===== src/rtl/kbd_pkg.sv =====
// Shared types and constants for the keypad entry controller.
package kbd_pkg;
  typedef enum logic [1:0] {
    SHOW_TIME  = 2'd0,
    KEY_STORED = 2'd1,
    KEY_WAIT   = 2'd2
  } kbd_state_e;

  localparam logic [7:0] ASCII_ZERO = 8'h30;
  localparam logic [7:0] ASCII_NINE = 8'h39;
  localparam logic [7:0] ASCII_BS   = 8'h08;

  localparam int TIMEOUT_SEC_DEF = 10;
  localparam int NUM_DIGITS_DEF  = 4;
endpackage


===== src/rtl/kbd_ascii_decode.sv =====
// ASCII key code to BCD; mirror of the display's BCD-to-ASCII mapping.
module kbd_ascii_decode
  import kbd_pkg::*;
(
  input  logic [7:0] key_code,
  output logic       is_digit,
  output logic       is_bs,
  output logic [3:0] bcd
);
  always_comb begin
    is_digit = (key_code >= ASCII_ZERO) && (key_code <= ASCII_NINE);
    is_bs    = (key_code == ASCII_BS);
    // '0'..'9' carry the digit value in their low nibble
    bcd      = is_digit ? key_code[3:0] : 4'h0;
  end
endmodule


===== src/rtl/kbd_key_entry.sv =====
// Keypad entry FSM: buffers HH:MM digits, commits to alarm/time on button.
// Optional backspace support: define KBD_BACKSPACE_EN.
module kbd_key_entry
  import kbd_pkg::*;
#(
  parameter int TIMEOUT_SEC = TIMEOUT_SEC_DEF,
  parameter int NUM_DIGITS  = NUM_DIGITS_DEF
) (
  input  logic                    clock,
  input  logic                    reset_n,
  input  logic [7:0]              key_code,
  input  logic                    key_valid,
  output logic                    key_ready,
  input  logic                    one_second,
  input  logic                    alarm_button,
  input  logic                    time_button,
  output logic [3:0]              key,
  output logic [4*NUM_DIGITS-1:0] key_buffer,
  output logic                    show_new_time,
  output logic                    show_a,
  output logic                    load_new_a,
  output logic                    load_new_c,
  output logic                    key_error
);
  localparam int BW = 4 * NUM_DIGITS;
  localparam int TW = $clog2(TIMEOUT_SEC + 1);
  localparam int CW = $clog2(NUM_DIGITS + 1);

  kbd_state_e    state_q, state_d;
  logic [BW-1:0] buf_d;
  logic [3:0]    key_d;
  logic [CW-1:0] cnt_q, cnt_d;
  logic [TW-1:0] tmo_q, tmo_d;
  logic          load_a_d, load_c_d, err_d;
  logic          is_digit, is_bs, bs_ok, xfer;
  logic [3:0]    bcd;

  kbd_ascii_decode u_dec (
    .key_code (key_code),
    .is_digit (is_digit),
    .is_bs    (is_bs),
    .bcd      (bcd)
  );

`ifdef KBD_BACKSPACE_EN
  assign bs_ok = is_bs;
`else
  logic unused_bs;
  assign unused_bs = is_bs;
  assign bs_ok     = 1'b0;
`endif

  assign key_ready     = ((state_q == SHOW_TIME) || (state_q == KEY_WAIT))
                         && !alarm_button && !time_button;
  assign xfer          = key_valid && key_ready;
  assign show_new_time = (state_q != SHOW_TIME);
  assign show_a        = (state_q == SHOW_TIME) && alarm_button;

  always_comb begin
    state_d  = state_q;
    buf_d    = key_buffer;
    key_d    = key;
    cnt_d    = cnt_q;
    tmo_d    = tmo_q;
    load_a_d = 1'b0;
    load_c_d = 1'b0;
    err_d    = 1'b0;
    case (state_q)
      SHOW_TIME: begin
        if (xfer) begin
          if (is_digit) begin
            buf_d   = BW'(bcd);
            key_d   = bcd;
            cnt_d   = CW'(1);
            tmo_d   = '0;
            state_d = KEY_STORED;
          end else begin
            err_d = 1'b1;
          end
        end
      end
      KEY_STORED: state_d = KEY_WAIT;
      KEY_WAIT: begin
        // buttons block key_ready, so they never collide with a transfer
        if (alarm_button) begin
          load_a_d = 1'b1;
          tmo_d    = '0;
          state_d  = SHOW_TIME;
        end else if (time_button) begin
          load_c_d = 1'b1;
          tmo_d    = '0;
          state_d  = SHOW_TIME;
        end else if (xfer && is_digit) begin
          buf_d   = {key_buffer[BW-5:0], bcd};
          key_d   = bcd;
          cnt_d   = (cnt_q == CW'(NUM_DIGITS)) ? cnt_q : cnt_q + CW'(1);
          tmo_d   = '0;
          state_d = KEY_STORED;
        end else if (xfer && bs_ok) begin
          buf_d   = {4'h0, key_buffer[BW-1:4]};
          key_d   = key_buffer[7:4];
          cnt_d   = (cnt_q == '0) ? cnt_q : cnt_q - CW'(1);
          tmo_d   = '0;
          if (cnt_q <= CW'(1)) state_d = SHOW_TIME;
        end else if (xfer) begin
          err_d = 1'b1;
        end else if (one_second) begin
          if (tmo_q == TW'(TIMEOUT_SEC - 1)) begin
            buf_d   = '0;
            cnt_d   = '0;
            tmo_d   = '0;
            state_d = SHOW_TIME;
          end else begin
            tmo_d = tmo_q + TW'(1);
          end
        end
      end
      default: state_d = SHOW_TIME;
    endcase
  end

  always_ff @(posedge clock) begin
    if (!reset_n) begin
      state_q    <= SHOW_TIME;
      key_buffer <= '0;
      key        <= '0;
      cnt_q      <= '0;
      tmo_q      <= '0;
      load_new_a <= 1'b0;
      load_new_c <= 1'b0;
      key_error  <= 1'b0;
    end else begin
      state_q    <= state_d;
      key_buffer <= buf_d;
      key        <= key_d;
      cnt_q      <= cnt_d;
      tmo_q      <= tmo_d;
      load_new_a <= load_a_d;
      load_new_c <= load_c_d;
      key_error  <= err_d;
    end
  end
endmodule


===== config.mk =====
export PLATFORM = sky130hd
export DESIGN_NAME = kbd_key_entry
export DESIGN_NICKNAME = d
export VERILOG_FILES = /design/src/rtl/kbd_pkg.sv /design/src/rtl/kbd_ascii_decode.sv /design/src/rtl/kbd_key_entry.sv
export SDC_FILE = /design/constraint.sdc
export NUM_CORES = 1
export LEC_CHECK = 0
export BUFFER_PORTS_ARGS = -buffer_cell sky130_fd_sc_hd__buf_2
export CORE_ASPECT_RATIO = 0.5
export CORE_UTILIZATION = 44
export DETAILED_ROUTE_END_ITERATION = 10
export PLACE_DENSITY = 0.73
export SYNTH_ARGS = -nofsm -noshare
export SYNTH_HDL_FRONTEND = slang
export SYNTH_SLANG_ARGS = --single-unit
export TNS_END_PERCENT = 50

===== constraint.sdc =====
create_clock -name clock -period 1.95 [get_ports clock]
set_input_delay 0.2925 -clock clock [delete_from_list [all_inputs] [get_ports clock]]
set_output_delay 0.2925 -clock clock [all_outputs]
set_load 0.05 [all_outputs]

# Word level (Yosys, flattened, before mapping)
# Index checks and enable logic that the tools add are counted.
[word_totals]
register_bits = 29
latch_bits = 0
input_bits = 14
wordCells = 87
mem_count = 0
ramBits = 0
rom_bits = 0
[classes]
multipliers = 0
magnitude_cmp = 2
add_sub_neg = 1
n_div = 0
n_shift = 0
n_eq_ne = 14
reduce_logical = 18
bitwise = 2
muxes = 43
[op_table]
columns = ["operator", "n"]
rows = [
  ["16-bit two-way mux", 8],
  ["4-bit two-way mux", 14],
  ["16-bit case mux with 2 select lines", 1],
  ["2-bit two-way mux", 8],
  ["4-bit case mux with 2 select lines", 2],
  ["5-bit by 4-bit inequality test with 1-bit output, second input constant", 2],
  ["5-bit AND reduction", 2],
  ["8-bit by 6-bit >= comparator with 1-bit output, second input constant", 1],
  ["8-bit by 6-bit <= comparator with 1-bit output, second input constant", 1],
  ["1-bit two-way mux", 8],
  ["2-bit inequality test, second input constant", 4],
  ["8-bit AND reduction", 1],
  ["1-bit logical AND", 6],
  ["3-bit by 2-bit inequality test with 1-bit output, second input constant", 2],
  ["2-bit case mux with 3 select lines", 1],
  ["6-bit AND reduction", 1],
  ["5-bit by 3-bit inequality test with 1-bit output, second input constant", 1],
  ["4-bit by 1-bit adder with 4-bit output, second input constant", 1],
  ["4-bit equality test, second input constant", 1],
  ["2-bit nonzero test", 2],
  ["3-bit by 1-bit inequality test with 1-bit output, second input constant", 1],
  ["3-bit OR reduction", 1],
  ["2-bit by 1-bit equality test with 1-bit output, second input constant", 1],
  ["2-bit equality test, second input constant", 1],
  ["other kinds (7)", 9],
]

# Depth between registers and ports, before layout
# Gate-level depths: netlist of run 1.
[logic_depth]
ltp_word = 10
depth_mapped = 8

# Modules after synthesis
# Synthesis of run 1 repeated with hierarchy kept, for this count alone.
[hier_totals]
cells_unflattened = 153
area_unflattened_um2 = 1246.2
[modules_own_cells]
columns = ["module", "cells_per_inst", "seq_area_each_um2", "area_per_inst_um2", "instances"]
rows = [
  ["kbd_key_entry", 142, 580.6, 1168.6, 1],
  ["kbd_ascii_decode", 11, 0.0, 77.6, 1],
]

# Worst setup path before layout of run 1
# OpenSTA, ideal clock, no wires.
[synth_path]
path_type = "reg-to-reg"
startpoint = "register state_q[0]"
endpoint = "register state_q[0]"
period_less_slack_ns = 2.138
n_path_buf = 0
arrival_ns = 2.026
slack_ns = -0.188
path_stages_with_launch = 6
cell_sequence = "dfxtp_1 nor3_4 nand4_4 nor3b_4 a211o_1 a2111oi_1"
[synth_between]
elab_chain_len = 10
elab_cells_between_ends = 18
cone_classes = "eq/ne (7); mux (4); reduce/logical (7)"
[synth_rtl]
columns = ["element", "line", "rtl"]
rows = [
  ["from (decl)", "kbd_key_entry.sv:29", "kbd_state_e state_q, state_d;"],
  ["from (signal assigned)", "kbd_key_entry.sv:133", "state_q <= state_d;"],
  ["2-bit equality test / 2-bit zero test (equally long branches)", "kbd_key_entry.sv:53", "assign key_ready = ((state_q == SHOW_TIME) || (state_q == KEY_WAIT))"],
  ["1-bit logical OR *", "kbd_key_entry.sv:53", ""],
  ["1-bit logical AND * (2 in a row)", "kbd_key_entry.sv:54", "&& !alarm_button && !time_button;"],
  ["named net key_ready", "kbd_key_entry.sv:13", "output logic key_ready,"],
  ["1-bit logical AND *", "kbd_key_entry.sv:55", "assign xfer = key_valid && key_ready;"],
  ["1-bit logical AND", "kbd_key_entry.sv:93", "end else if (xfer && is_digit) begin"],
  ["2-bit two-way mux", "kbd_key_entry.sv:93", ""],
  ["2-bit two-way mux", "kbd_key_entry.sv:89", "end else if (time_button) begin"],
  ["2-bit two-way mux", "kbd_key_entry.sv:85", "if (alarm_button) begin"],
  ["2-bit case mux with 3 select lines", "kbd_key_entry.sv:68", "case (state_q)"],
]
# The timed path passes the listed nets; every way through them passes the cells marked *.
# A chain may end at the register's enable or synchronous reset.

# Worst setup path after layout of run 1
[layout_path]
startpoint = "register tmo_q[0]"
endpoint = "register key_buffer[3]"
[layout_between]
elab_chain_len = 3
[layout_rtl]
columns = ["element", "line", "rtl"]
rows = [
  ["from (decl)", "kbd_key_entry.sv:33", "logic [TW-1:0] tmo_q, tmo_d;"],
  ["from (signal assigned)", "kbd_key_entry.sv:137", "tmo_q <= tmo_d;"],
  ["4-bit equality test", "kbd_key_entry.sv:108", "if (tmo_q == TW'(TIMEOUT_SEC - 1)) begin"],
  ["3-bit by 1-bit inequality test with 1-bit output (no source line)", "--", ""],
  ["8-bit AND reduction (no source line)", "--", ""],
  ["to (signal assigned)", "kbd_key_entry.sv:134", "key_buffer <= buf_d;"],
  ["to (decl)", "kbd_key_entry.sv:18", "output logic [4*NUM_DIGITS-1:0] key_buffer,"],
]
# No other way between the ends.

==> results.sh, run 1 <==
export IMPL_outcome="complete, no violations"
export IMPL_reg2reg_slack_ns=0.14
export IMPL_r2r_cells=7
export IMPL_pwr_share_clk_pct=42.8
export IMPL_tightest_slew_ns=0.350
export IMPL_async_flop_share_pct=0
export IMPL_synth_simple_area_share_pct=24.7
export IMPL_rsz0062_at_grt="false"
export IMPL_fin_crit_sh_pct=92.9
export IMPL_r2r_start="tmo_q[0]"
export IMPL_post_cts_buffers=0
export IMPL_cts_resized=0
export IMPL_drt_pass1_iter_count=4
export IMPL_power_switching_uw=344
export IMPL_required_ns=2.16
export IMPL_grt_pass1_wl_um=4030
export IMPL_syn_cell_area_sq_um=1270
export IMPL_antenna_found_initial=0
export IMPL_ys_ff_latch=29
export IMPL_cts_tree="done"
export IMPL_synth_fa_ha_area_share_pct=1.97
export IMPL_routed_wl_um=2760
export IMPL_grt_max_degree=17
export IMPL_hp_class="in -> reg"
export IMPL_coreArea_sq_um=2670
export IMPL_clk_latency_ns=0.28
export IMPL_numCtsBuffers=5
export IMPL_finalSetupViolCount=0
export IMPL_skew_ns=0.00765
export IMPL_ant_nets=0
export IMPL_drive_above_1_share_pct=36.1
export IMPL_hold_path_end="key_buffer[0]"
export IMPL_gp_congestion=0.807
export IMPL_power_frac_seq_pct=44.7
export IMPL_drc=0
export IMPL_path_clk_slew_ns=0.06
export IMPL_yosys_mux_area_fraction_pct=6.32
export IMPL_io_buffers=39
export IMPL_via_count=1140
export IMPL_clock_sinks=29
export IMPL_routed_via_density=5.25
export IMPL_hpwl_um=2010
export IMPL_cell_internal_pwr_uw=1030
export IMPL_drv_slew=0
export IMPL_hold_depth=3
export IMPL_p_total_uw=1370
export IMPL_synth_most_common_cell="dfxtp_1"
export IMPL_combPwrFrac_pct=12.5
export IMPL_synth_edf_count=0
export IMPL_arrival_ns=2.03
export IMPL_swShare_pct=25.1
export IMPL_synth_nets=149
export IMPL_synth_top_area_share_pct=45.8
export IMPL_fp_dieW_um=77.9
export IMPL_placed_cells=210
export IMPL_instances_no_fill=217
export IMPL_antennaDiodeCount=0
export IMPL_min_from="key_code[0]"
export IMPL_yosys_area_share_xor_xnor_pct=0
export IMPL_drtIter0Drc=64
export IMPL_pin_count=40
export IMPL_area_delta_synth_final_pct=29.8
export IMPL_min_period_ns=1.81
export IMPL_ys_warn_count=0
export IMPL_setup_slack_ns=0.139
export IMPL_synth_top_family_by_area="simple AND/OR/NAND/NOR gates"
export IMPL_cp_max_fo=16
export IMPL_critPathLaunchType="flip-flop"
export IMPL_p_per_area_nw_per_um2=833
export IMPL_cts_hold_buffers=0
export IMPL_criticalPathCategory="reg -> reg"
export IMPL_grt_pass1_vias=943
export IMPL_netlist_top_cells_area="dfxtp_1, nand2_1, mux2i_1"
export IMPL_overflow=0
export IMPL_leakagePower_uw=0.000719
export IMPL_synth_distinct_cells=36
export IMPL_synth_compound_area_share_pct=18.0
export IMPL_peakVddDrop_mv=0.419
export IMPL_maxCapViolCount=0
export IMPL_holdWs_ns=0.273
export IMPL_num_nets_final=196
export IMPL_timing_setup_tns_ns=0
export IMPL_hold_violations=0
export IMPL_dieArea_sq_um=3110
export IMPL_r2r_end="key_buffer[3]"
export IMPL_avgSynthCellArea_sq_um=9.53
export IMPL_clock_root_buffer="clkbuf_8"
export IMPL_grt_use_total_pct=18.0
export IMPL_synthesis_instances=133
export IMPL_max_slew_margin_pct=76.7
export IMPL_initial_core_util_pct=47.5
export IMPL_synthTopCellsByCount="dfxtp_1, nand2_1, o22ai_1, mux2i_1, nor2_1"
export IMPL_end_kind="flip-flop"
export IMPL_std_cell_rows=13
export IMPL_max_clock_freq_mhz=552
export IMPL_yosysTopAreaCell="dfxtp_1"
export IMPL_drt_wirelength_per_cell_um=12.7
export IMPL_place_ws_ns=0.114
export IMPL_htree_levels=2
export IMPL_seq_area_frac_synth_pct=45.8
export IMPL_clock_path_buffers=2
export IMPL_synth_flop_cell="dfxtp_1"
export IMPL_die_y_um=40.0
per-stage QoR:
stage          instance area [sq um]  util (%)
2_1_floorplan                   1270         -
3_5_place_dp                    1540      57.8
3_3_place_gp                    1540      57.8
6_report                        1650      61.7
5_1_grt                         1650      61.7
4_1_cts                         1650      61.7
cells by family after synthesis:
family                     count (synthesis)
buffers and inverters                      9
and+or+nand+nor                           56
adders and majority gates                  2
DFF                                       29
muxes                                      8
AOI/OAI and AO/OA                         29
critical path, stage by stage (launching register included):
cell,delay (ns)
dfxtp_1,0.40
ha_1,0.17
nand2_1,0.09
o21ai_4,0.20
nand3_1,0.16
a2111oi_4,0.37
buf_12,0.19
mux2i_1,0.17
state kept, by name, indices dropped and copies added, names as in the netlist:
register / cells
key: 4
key_buffer: 16
key_error: 1
load_new_a: 1
load_new_c: 1
state_q: 2
tmo_q: 4
routing by layer:
| layer | track usage [%] | part of all wire (%) |
|---|---|---|
| met3 | 6.36 | 5.1 |
| met1 | 22.1 | 49 |
| met4 | 11.1 | 1.4 |
| met2 | 28.3 | 44 |
| met5 | 0 | 0 |
layout make-up:
| class | count | area, sq um |
|---|---|---|
| clock inverter | 2 | 35.0 |
| fill | 233 | 1020 |
| tap | 37 | 46.3 |
| inverter | 4 | 15.0 |
| timing repair buffer | 45 | 253 |
| multi-input combinational | 95 | 646 |
| sequential | 29 | 582 |
| clock buffer | 5 | 68.8 |
placed cells by master (no fill, tap or decap), types with 3 or more instances in the layout:
master,netlist,layout
buf_2,0,39
clkbuf_8,0,5
nand2_1,26,26
inv_1,3,3
nand3_1,4,4
o22ai_1,12,12
mux2i_1,8,8
buf_4,0,5
nor2_1,7,7
a21oi_1,4,4
dfxtp_1,29,28
nand4_1,4,4
power groups by stage:
stage                     registers (uW)  logic, uW  clock network [uW]
final                                613        171                 587
after global routing                 613        181                 625
after CTS                            612        170                 599
after detailed placement             625        169                   0
after global placement               625        167                   0
after floorplan                      630        112                   0
how the worst max path moves through the flow:
stage                     to         from  slack [ns]  cells past startpoint
6_report       key_buffer[3]     tmo_q[0]        0.14                      7
5_1_grt        key_buffer[3]     tmo_q[0]        0.03                      7
3_5_place_dp   key_buffer[2]  key_code[6]        0.11                      7
2_1_floorplan     state_q[0]   state_q[0]        0.02                      5
4_1_cts        key_buffer[3]     tmo_q[0]        0.14                      7
3_3_place_gp   key_buffer[0]     tmo_q[0]        0.18                      7
(Power assumes the default switching activity.)
==> inputs of run 2 (changes only) <==
Settings changed: CORE_ASPECT_RATIO 0.5 to not set.
==> run 2 against run 1 <==
Worst setup slack got worse by 0.0042 ns. Count of clock-buffer cells in the layout rose by 1. Combinational power barely moved. Maximum frequency fell by 0.23%.
==> results.sh, run 2 (synthesized netlist as in run 1, its figures left out) <==
export IMPL_hold_violations=0
export IMPL_grt_pass1_wl_um=4530
export IMPL_r2r_cells=8
export IMPL_coreArea_sq_um=2730
export IMPL_clock_path_buffers=2
export IMPL_via_count=1181
export IMPL_clk_latency_ns=0.33
export IMPL_drv_slew=0
export IMPL_antenna_found_initial=0
export IMPL_swShare_pct=29.3
export IMPL_grt_pass1_vias=1049
export IMPL_maxCapViolCount=0
export IMPL_hp_class="in -> reg"
export IMPL_largest_reg_flops=16
export IMPL_overflow=0
export IMPL_pwr_share_clk_pct=30.4
export IMPL_clock_root_buffer="clkbuf_4"
export IMPL_numCtsBuffers=5
export IMPL_io_buffers=39
export IMPL_power_frac_seq_pct=54.5
export IMPL_peakVddDrop_mv=0.507
export IMPL_design_area_sq_um=1590
export IMPL_seqCellArea_sq_um=583
export IMPL_max_clock_freq_mhz=551
export IMPL_reg2reg_slack_ns=0.13
export IMPL_fin_crit_sh_pct=93.1
export IMPL_drt_pass1_iter_count=4
export IMPL_cp_max_fo=16
export IMPL_skew_ns=0.00542
export IMPL_gp_congestion=0.793
export IMPL_place_ws_ns=0.105
export IMPL_arrival_ns=2.07
export IMPL_drt_wirelength_per_cell_um=13.1
export IMPL_area_delta_synth_final_pct=25.8
export IMPL_hpwl_um=2080
export IMPL_min_period_ns=1.82
export IMPL_drtIter0Drc=36
export IMPL_routed_via_density=5.54
export IMPL_required_ns=2.20
export IMPL_placed_cell_area_sq_um=1540
export IMPL_multiInputGateArea_sq_um=646
export IMPL_post_cts_buffers=0
export IMPL_fillers=244
export IMPL_power_switching_uw=329
export IMPL_ant_nets=0
export IMPL_path_clk_slew_ns=0.09
export IMPL_std_cell_rows=19
export IMPL_critPathLaunchType="flip-flop"
export IMPL_r2r_end="key_buffer[0]"
export IMPL_cts_tree="done"
export IMPL_timing_setup_tns_ns=0
export IMPL_end_kind="flip-flop"
export IMPL_utilization_pct=58.3
export IMPL_fp_dieW_um=55.7
export IMPL_pin_count=40
export IMPL_rsz0062_at_grt="false"
export IMPL_grt_use_total_pct=19.2
export IMPL_p_per_area_nw_per_um2=704
export IMPL_dieArea_sq_um=3100
export IMPL_top_regs="key_buffer: 16 flops, key: 4 flops, tmo_q: 4 flops"
export IMPL_initial_core_util_pct=46.4
export IMPL_r2r_start="tmo_q[1]"
export IMPL_tightest_slew_ns=0.306
export IMPL_setup_slack_ns=0.135
export IMPL_critPathCapture="key_buffer[0]"
export IMPL_routed_wl_um=2790
export IMPL_top_register="key_buffer"
export IMPL_combPwrFrac_pct=15.2
export IMPL_layout_commonest_cell="buf_2"
export IMPL_outcome="complete, no violations"
export IMPL_die_y_um=55.7
export IMPL_finalSetupViolCount=0
export IMPL_leakagePower_uw=0.000702
export IMPL_antennaDiodeCount=0
export IMPL_max_slew_margin_pct=79.4
export IMPL_startpoint="tmo_q[1]"
export IMPL_num_nets_final=197
export IMPL_clock_sinks=29
export IMPL_drc=0
export IMPL_criticalPathCategory="reg -> reg"
export IMPL_cell_internal_pwr_uw=793
export IMPL_final_cell_mix="buf_2, dfxtp_1, nand2_1, o22ai_1, mux2i_1"
export IMPL_drive_above_1_share_pct=36.8
export IMPL_grt_max_degree=17
export IMPL_htree_levels=2
[run 2: power by group through the flow]
stage / registers, uW / clock network [uW] / logic, uW
after floorplan: 630 / 0 / 112
after global placement: 624 / 0 / 167
after detailed placement: 625 / 0 / 169
after CTS: 611 / 360 / 170
after global routing: 613 / 390 / 181
final: 611 / 341 / 170
[run 2: layout make-up]
| cell class | instances | share of cell area [%] |
|---|---|---|
| Clock buffer | 6 | 2.59 |
| Clock inverter | 2 | 0.628 |
| Inverter | 4 | 0.942 |
| Multi-Input combinational cell | 95 | 40.5 |
| Sequential cell | 29 | 36.6 |
| Tap cell | 31 | 2.43 |
| Timing Repair Buffer | 46 | 16.3 |
[run 2: worst max-delay path, stage by stage (launching register included)]
cell	delay (ns)
dfxtp_1	0.35
inv_1	0.06
ha_1	0.13
nand2_1	0.09
o21ai_4	0.19
nand3_1	0.15
a2111oi_4	0.36
buf_12	0.19
mux2i_1	0.21
[run 2: routing by layer]
layer  track usage (%)  up-vias  routed length [um]
met5                 0        -                   0
met1              21.2      541                1160
met4              12.9        0                  46
met3              5.35        6                 169
met2              32.0       48                1410
li1                  -      586                   -
[run 2: how the worst min path moves through the flow]
stage | depth (start not counted) | endpoint | slack, ns | from
after global routing | 3 | key[0] | 0.23 | key_code[0]
after global placement | 2 | key_buffer[12] | 0.46 | key_buffer[12]
after floorplan | 2 | key_buffer[0] | 0.44 | key_code[0]
final | 3 | key[0] | 0.23 | key_code[0]
after detailed placement | 2 | key_buffer[15] | 0.46 | key_buffer[15]
after CTS | 3 | key[0] | 0.21 | key_code[0]
[run 2: stage by stage]
step,power (uW),hold WS (ns),cells
finish,1120,0.228,213
global route,1180,0.226,213
CTS,1140,0.213,213
detailed placement,794,0.464,205
global placement,791,0.456,205
floorplan,742,0.435,133
[run 2: repair_timing]
item                                    4_1_cts  5_1_grt
endpoints found under the setup margin        0        1
hold buffers                                  0        0
gates resized for setup                       0        1
hold endpoints to repair                      0        0
==> inputs of run 3 (changes only) <==
Settings changed: CORE_ASPECT_RATIO set to 0.9, CTS_BUF_LIST set to sky130_fd_sc_hd__clkbuf_4 sky130_fd_sc_hd__clkbuf_8 sky130_fd_sc_hd__clkbuf_16.
==> run 3 against run 2 <==
Count of clock-buffer cells in the layout is 1 higher. Via count down 1.9%. Power up 7.0%. Critical path type unchanged.
==> results.sh, run 3 (synthesized netlist as in run 1, its figures left out) <==
export IMPL_outcome="complete, no violations"
export IMPL_min_period_ns=1.84
export IMPL_end_kind="flip-flop"
export IMPL_grt_pass1_wl_um=4340
export IMPL_top_register="key_buffer"
export IMPL_numCtsBuffers=5
export IMPL_leakagePower_uw=0.000706
export IMPL_cell_internal_pwr_uw=864
export IMPL_overflow=0
export IMPL_timing_setup_tns_ns=0
export IMPL_hold_violations=0
export IMPL_post_cts_buffers=0
export IMPL_hold_depth=3
export IMPL_die_y_um=52.9
export IMPL_reg2reg_slack_ns=0.11
export IMPL_gp_congestion=0.816
export IMPL_routed_wl_um=2740
export IMPL_grt_use_total_pct=19.4
export IMPL_required_ns=2.22
export IMPL_max_slew_margin_pct=78.2
export IMPL_pwr_share_clk_pct=35.1
export IMPL_peakVddDrop_mv=0.461
export IMPL_cp_max_fo=16
export IMPL_grt_max_degree=24
export IMPL_layout_commonest_cell="buf_2"
export IMPL_largest_reg_flops=16
export IMPL_cts_resized=0
export IMPL_r2r_cells=7
export IMPL_holdWs_ns=0.220
export IMPL_combPwrFrac_pct=14.0
export IMPL_maxCapViolCount=0
export IMPL_antenna_found_initial=0
export IMPL_r2r_end="key_buffer[2]"
export IMPL_drtIter0Drc=50
export IMPL_area_delta_synth_final_pct=27.4
export IMPL_power_frac_seq_pct=50.9
export IMPL_criticalPathCategory="reg -> reg"
export IMPL_drc=0
export IMPL_clock_sinks=29
export IMPL_swShare_pct=28.1
export IMPL_dieArea_sq_um=3100
export IMPL_routed_via_density=5.24
export IMPL_power_switching_uw=337
export IMPL_final_cell_mix="buf_2, dfxtp_1, nand2_1, o22ai_1, mux2i_1"
export IMPL_drt_wirelength_per_cell_um=12.4
export IMPL_clock_root_buffer="clkbuf_4"
export IMPL_pin_count=40
export IMPL_path_clk_slew_ns=0.09
export IMPL_p_per_area_nw_per_um2=743
export IMPL_io_buffers=39
export IMPL_arrival_ns=2.11
export IMPL_tightest_slew_ns=0.326
export IMPL_max_clock_freq_mhz=542
export IMPL_cts_hold_buffers=0
export IMPL_drv_slew=0
export IMPL_clock_path_buffers=2
export IMPL_htree_levels=2
export IMPL_antennaDiodeCount=0
export IMPL_min_from="key_code[0]"
export IMPL_critPathLaunchType="flip-flop"
export IMPL_drt_pass1_iter_count=4
export IMPL_hp_class="in -> reg"
export IMPL_skew_ns=0.00561
export IMPL_top_regs="key_buffer: 16 flops, key: 4 flops, tmo_q: 4 flops"
export IMPL_hpwl_um=2020
export IMPL_num_nets_final=196
export IMPL_fin_crit_sh_pct=94.5
export IMPL_rsz0062_at_grt="false"
export IMPL_clk_latency_ns=0.34
export IMPL_coreArea_sq_um=2750
export IMPL_grt_pass1_vias=981
export IMPL_cts_tree="done"
export IMPL_drive_above_1_share_pct=36.5
export IMPL_std_cell_rows=18
export IMPL_hold_path_end="key[0]"
export IMPL_fp_dieW_um=58.6
export IMPL_finalSetupViolCount=0
export IMPL_via_count=1158
export IMPL_r2r_start="tmo_q[0]"
export IMPL_ant_nets=0
export IMPL_initial_core_util_pct=46.1
-- run 3: worst max path at each step --
stage	startpoint	end	slack, ns	cells past startpoint
final	tmo_q[0]	key_buffer[2]	0.11	7
after global routing	tmo_q[0]	key_buffer[1]	0.004	7
after CTS	tmo_q[0]	key_buffer[0]	0.11	7
after detailed placement	key_code[6]	key_buffer[0]	0.12	7
after global placement	key_code[6]	key_buffer[0]	0.17	7
after floorplan	state_q[0]	state_q[0]	0.02	5
-- run 3: metal layers --
metal	share of wire (%)	vias up	track usage, %
li1	-	583	-
met1	47	539	23.9
met2	46	28	30.3
met3	4.3	8	5.13
met4	2.6	0	11.9
met5	0	-	0
-- run 3: power groups by stage --
stage               combinational, uW  sequential, uW  clock [uW]
floorplan                         112             630           0
CTS                               169             611         432
global route                      182             612         459
finish                            168             611         422
detailed placement                168             625           0
global placement                  166             624           0
-- run 3: critical path, cell delays in order, from the launching register on --
cell and delay (ns):
dfxtp_1 0.42, ha_1 0.18, nand2_1 0.09, o21ai_4 0.20, nand3_1 0.15, a2111oi_4 0.38, buf_12 0.19, mux2i_1 0.18
-- run 3: cell type report --
class / instances / area (sq um)
clock buffers: 7 / 65.1
clock inverters: 1 / 5.00
fillers: 241 / 1130
inverters: 4 / 15.0
multi-input cells: 95 / 646
flip-flops and latches: 29 / 582
well taps: 40 / 50.0
repair buffers: 45 / 253
-- run 3: metrics by stage --
step                      utilization (%)  total power [uW]  instances  setup slack, ns  cell area, sq um
final                                58.8              1200        221            0.106              1620
after global routing                 58.8              1250        221          0.00368              1620
after CTS                            58.8              1210        221            0.114              1620
after detailed placement             56.2               793        213            0.119              1550
after floorplan                         -               742        133           0.0168              1270
after global placement               56.2               790        213            0.166              1550
